==> src/rtl/svlib_str_tokenizer.sv <==
// Streaming string splitter: cuts an in_last-framed byte stream on a runtime delimiter and queues packed tokens in a FWFT FIFO.
// Optional statistics counters are enabled by defining SVLIB_STR_TOKENIZER_STATS_EN.
module svlib_str_tokenizer #(
    parameter int MAX_LEN    = 16,
    parameter int FIFO_DEPTH = 4,
    parameter int LEN_W      = $clog2(MAX_LEN + 1)
) (
    input  logic                 clk,
    input  logic                 rst_n,
    input  logic [7:0]           delim_char,
    input  logic                 collapse,
    input  logic                 in_valid,
    output logic                 in_ready,
    input  logic [7:0]           in_data,
    input  logic                 in_last,
    output logic                 tok_valid,
    input  logic                 tok_ready,
    output logic [8*MAX_LEN-1:0] tok_data,
    output logic [LEN_W-1:0]     tok_len,
    output logic                 tok_trunc,
    output logic                 tok_last
`ifdef SVLIB_STR_TOKENIZER_STATS_EN
    ,
    input  logic                 stats_clr,
    output logic [31:0]          tok_count,
    output logic [15:0]          trunc_count
`endif
);

    localparam int AW = $clog2(FIFO_DEPTH);
    localparam int PW = AW + 1;
    localparam int DW = 8 * MAX_LEN;
    localparam int EW = DW + LEN_W + 2;
    localparam logic [LEN_W-1:0] MAX_LEN_L = LEN_W'(MAX_LEN);

    logic [MAX_LEN-1:0][7:0] r_buf;
    logic [MAX_LEN-1:0][7:0] w_buf_app;
    logic [LEN_W-1:0]        r_len;
    logic [LEN_W-1:0]        w_len_app;
    logic                    r_trunc;
    logic                    w_trunc_app;

    logic [EW-1:0]           r_mem [FIFO_DEPTH];
    logic [PW-1:0]           r_wr;
    logic [PW-1:0]           r_rd;
    logic [PW-1:0]           w_wr_next;
    logic [PW-1:0]           w_rd_next;
    logic [EW-1:0]           r_head;
    logic [EW-1:0]           w_entry;
    logic [EW-1:0]           w_head_next;
    logic                    r_tok_valid;
    logic                    r_in_ready;

    logic w_accept, w_is_delim, w_room, w_append, w_store, w_term, w_push, w_pop;
    logic w_empty_next, w_full_next;

    assign w_accept    = in_valid && r_in_ready;
    assign w_is_delim  = (in_data == delim_char);
    assign w_room      = (r_len < MAX_LEN_L);
    assign w_append    = w_accept && !w_is_delim;
    assign w_store     = w_append && w_room;
    assign w_term      = w_accept && (w_is_delim || in_last);
    // The final token of a string is always emitted, even when empty.
    assign w_push      = w_term && (in_last || (r_len != '0) || !collapse);
    assign w_pop       = r_tok_valid && tok_ready;

    generate
        for (genvar gi = 0; gi < MAX_LEN; gi++) begin : g_byte
            assign w_buf_app[gi] = (w_store && (r_len == LEN_W'(gi))) ? in_data : r_buf[gi];
        end
    endgenerate

    assign w_len_app   = w_store ? (r_len + LEN_W'(1)) : r_len;
    assign w_trunc_app = r_trunc | (w_append && !w_room);
    assign w_entry     = {w_trunc_app, in_last, w_len_app, w_buf_app};

    always_ff @(posedge clk) begin
        if (!rst_n || w_term) begin
            r_buf   <= '0;
            r_len   <= '0;
            r_trunc <= 1'b0;
        end else if (w_accept) begin
            r_buf   <= w_buf_app;
            r_len   <= w_len_app;
            r_trunc <= w_trunc_app;
        end
    end

    always_ff @(posedge clk) begin
        if (w_push) begin
            r_mem[r_wr[AW-1:0]] <= w_entry;
        end
    end

    assign w_wr_next    = r_wr + PW'(w_push);
    assign w_rd_next    = r_rd + PW'(w_pop);
    assign w_empty_next = (w_wr_next == w_rd_next);
    assign w_full_next  = (w_wr_next[AW] != w_rd_next[AW]) && (w_wr_next[AW-1:0] == w_rd_next[AW-1:0]);
    // A push landing on the next read slot can only happen into an empty FIFO, so it bypasses to the head.
    assign w_head_next  = (w_push && (r_wr[AW-1:0] == w_rd_next[AW-1:0])) ? w_entry
                                                                           : r_mem[w_rd_next[AW-1:0]];

    always_ff @(posedge clk) begin
        if (!rst_n) begin
            r_wr        <= '0;
            r_rd        <= '0;
            r_head      <= '0;
            r_tok_valid <= 1'b0;
            r_in_ready  <= 1'b0;
        end else begin
            r_wr        <= w_wr_next;
            r_rd        <= w_rd_next;
            r_head      <= w_empty_next ? '0 : w_head_next;
            r_tok_valid <= !w_empty_next;
            r_in_ready  <= !w_full_next;
        end
    end

    assign in_ready  = r_in_ready;
    assign tok_valid = r_tok_valid;
    assign tok_data  = r_head[DW-1:0];
    assign tok_len   = r_head[DW +: LEN_W];
    assign tok_last  = r_head[EW-2];
    assign tok_trunc = r_head[EW-1];

`ifdef SVLIB_STR_TOKENIZER_STATS_EN
    logic [31:0] r_tok_count;
    logic [15:0] r_trunc_count;

    always_ff @(posedge clk) begin
        if (!rst_n || stats_clr) begin
            r_tok_count   <= '0;
            r_trunc_count <= '0;
        end else if (w_push) begin
            if (r_tok_count != '1) begin
                r_tok_count <= r_tok_count + 32'd1;
            end
            if (w_trunc_app && (r_trunc_count != '1)) begin
                r_trunc_count <= r_trunc_count + 16'd1;
            end
        end
    end

    assign tok_count   = r_tok_count;
    assign trunc_count = r_trunc_count;
`endif

endmodule

==> config.mk <==
export PLATFORM = sky130hd
export DESIGN_NAME = svlib_str_tokenizer
export DESIGN_NICKNAME = d
export VERILOG_FILES = /design/src/rtl/svlib_str_tokenizer.sv
export SDC_FILE = /design/constraint.sdc
export NUM_CORES = 1
export LEC_CHECK = 0
export CAP_MARGIN = 20
export CORE_MARGIN = 2
export CORE_UTILIZATION = 28
export CTS_CLUSTER_DIAMETER = 60
export DETAILED_ROUTE_END_ITERATION = 6
export PLACE_DENSITY_LB_ADDON = 0.15
export SLEW_MARGIN = 25
export SYNTH_ARGS = -nofsm -noshare
export SYNTH_HDL_FRONTEND = slang
export SYNTH_SLANG_ARGS = --single-unit
export TNS_END_PERCENT = 30
==> constraint.sdc <==
create_clock -name clk -period 40.3 [get_ports clk]
set_clock_uncertainty 0.1 [all_clocks]
set_input_delay 8.06 -clock clk [delete_from_list [all_inputs] [get_ports clk]]
set_output_delay 8.06 -clock clk [all_outputs]
set_load 0.005 [all_outputs]
==> metrics.txt <==
status finished with violations; failing checks DRC; vias 15760; pin count of the biggest net entering global routing 137; Post-Route WL 78.46 mm; CP Max Fanout 56; Clk pin slew, worst setup/hold paths 60 ps; Critical-path top delay cell buf_4; I/O pin count 159; Post-CTS Hold Buffers 0; leading area contributor after synthesis edfxtp_1; Max Fclk 78.99 MHz; Data arrival, critical path 13060 ps; cell mode on critical path buf_4; GRT Residual Overflow 0; row cnt 119; Final HPWL DP 41.94 mm; delay of the slowest critical-path stage 830 ps; Hold WS 416.1 ps; initial antenna violation count 1; clock sinks 817; Routed Antenna Nets 0; Leak Pwr 13.29 nW; fin util 0.3429; core area 0.1053 mm^2; CP Capture Type flop; WP data required 40700 ps; PnR worst setup slack 27640 ps; number of global-route vias before repair 17180; port bufs 158; syn nets 1866; setup_tns 0 ps; clock buffer count from CTS 95; PwrDens 53.35 mW/mm^2; Cell Area, Synth 0.02975 mm^2; Clock H-tree levels 3; VDD IR max 31.45 uV; Hold Path Class reg2reg; die width 330.0 um; max-cap violation count 0; setup violators final 0; Initial DRC Count 988; Vias/cell 4.541; Worst-Margin Slew 1021 ps; clk_lat worst skew 650 ps; die footprint 0.1089 mm^2; Layout Nets 2030; share of layout cells above drive strength 1 0.1654; RePlAce Congestion 0.6737; worst path cell trace clkdlybuf4s50_1 -> and2_1 -> ha_4 -> ha_4 -> buf_4 -> xor2_1 -> nor2_1 -> a21boi_4 -> o211ai_4 -> buf_16 -> buf_4 -> buf_4 -> o21ai_0; post-cts sizing count 0; Area contributors post-synth edfxtp_1 (55%), dfxtp_1 (19%), mux4_2 (10%); Pins Over Slew Limit 0; post-synthesis cell count 1835; root buf cell clkbuf_16; fillcell total 10140; # Post-CTS Setup Buffers 0; number of synthesized register bits 817; worst setup path class in2reg; Yosys Warn Count 0; Cell variety after synth 39; total power 1.926 mW; min Tclk post-route 12660 ps; chip height 330.0 um; Ant. Diodes 0; syn_area_per_cell 16.21 um^2; sequential area share after synthesis 0.7315; first-pass GRT wire length 115.0 mm; Avg WL per Cell 22.61 um; Slew HR 0.3195; CTS tree done; post-placement setup slack 26770 ps; Layout area overhead 21.32%; crit start category input port; unrepaired setup endpoints after global routing no; Fin. Hold Viols 0; area share of the leading cell type in the synthesized netlist 0.5451; total track usage 0.1450; fin crit share 0.3142; Max Root-Sink Buffers 3; DRC Markers 4; Initial Util 0.2826; Initial DRT Pass Iterations 7
==> cells by family after synthesis <==
group                      share of synthesized area
muxes                                         0.1456
DFF                                           0.7315
and+or+nand+nor                              0.05257
xor gates and xnor gates                    0.005299
buffers and inverters                        0.03630
adders and majority gates                   0.003785
AOI/OAI and AO/OA                            0.02498
==> flip-flops by register name, summed over array words and instances, names as in the netlist <==
signal / count
r_trunc: 1
tok_valid: 1
in_ready: 1
r_mem: 540
r_buf: 128
r_len: 5
r_rd: 3
r_wr: 3
r_head: 135
==> layer usage <==
metal / share of wire / wire length, um / track usage / vias up
li1: - / - / - / 7124
met1: 0.45 / 34970 / 0.1904 / 8254
met2: 0.50 / 39080 / 0.2478 / 298
met3: 0.040 / 3135 / 0.02444 / 85
met4: 0.016 / 1285 / 0.03834 / 0
met5: 0 / 0 / 0 / -
==> cell usage after synthesis (all sizes together) <==
library cell and n:
o211ai 1, xnor2 14, nor2 141, a31oi 1, mux2i 129, o21a 1, nor2b 2, o21ai 136
a21oi 1, or4 7, nand4 2, edfxtp 540, buf 57, dfxtp 277, nor4b 3, or3 5
xor2 4, o31a 1, nor3b 1, a22oi 1, nand2b 4, mux4 135, nor4 1, and2 6
and3 3, nor3 6, nand2 9, ha 9, inv 138, a21boi 1, nand3 135, clkbuf 64
==> final timing paths <==
kind                    from    endpoint  slack (ps)  cells after the start
setup / recovery   tok_ready  r_head[70]       27640                     13
hold / removal    r_buf[120]  r_buf[120]         420                      2
setup reg to reg   tok_valid  r_head[70]       35120                     12
hold reg to reg   r_buf[120]  r_buf[120]         420                      2
==> area by class of cell <==
cell class              instances  area (um^2)  area share
clock inverters                47        445.4     0.01234
inverters                     138        518.0     0.01435
clock buffers                 131         2780     0.07703
well taps                    1391         1740     0.04822
repair buffers                188         1848     0.05120
multi-input cells             759         7000      0.1940
flip-flops and latches        817        21760      0.6029
==> where the power goes <==
part           internal (mW)  total, mW  switching [mW]
Sequential             0.905      0.916          0.0114
Clock                  0.523      0.866           0.343
Combinational         0.0713      0.144          0.0724
==> worst max-delay path: cells and delay by family <==
| family | cells | cell delay [ps] |
|---|---|---|
| compound gates | 3 | 620 |
| fa+ha+maj | 2 | 890 |
| simple gates | 2 | 440 |
| buf+inv | 5 | 2770 |
| xor+xnor | 1 | 200 |
==> cells in the final DEF (no fill, tap or decap), types with 14 or more instances in the layout <==
cell type / count
clkdlybuf4s50_1: 150
clkbuf_16: 101
clkbuf_8: 14
nand3_1: 135
o21ai_1: 30
clkbuf_1: 16
xnor2_1: 14
buf_4: 24
edfxtp_1: 540
dfxtp_1: 277
inv_1: 138
mux4_2: 135
o21ai_0: 104
nor2_1: 138
clkinv_2: 15
mux2i_1: 129
==> through the flow <==
stage          instances  cell area [um^2]
6_report            3471             36090
3_3_place_gp        3291             32810
2_1_floorplan       1835             29750
5_1_grt             3471             36090
3_5_place_dp        3293             32860
4_1_cts             3471             36090
Power figures use the tool's default switching activity.
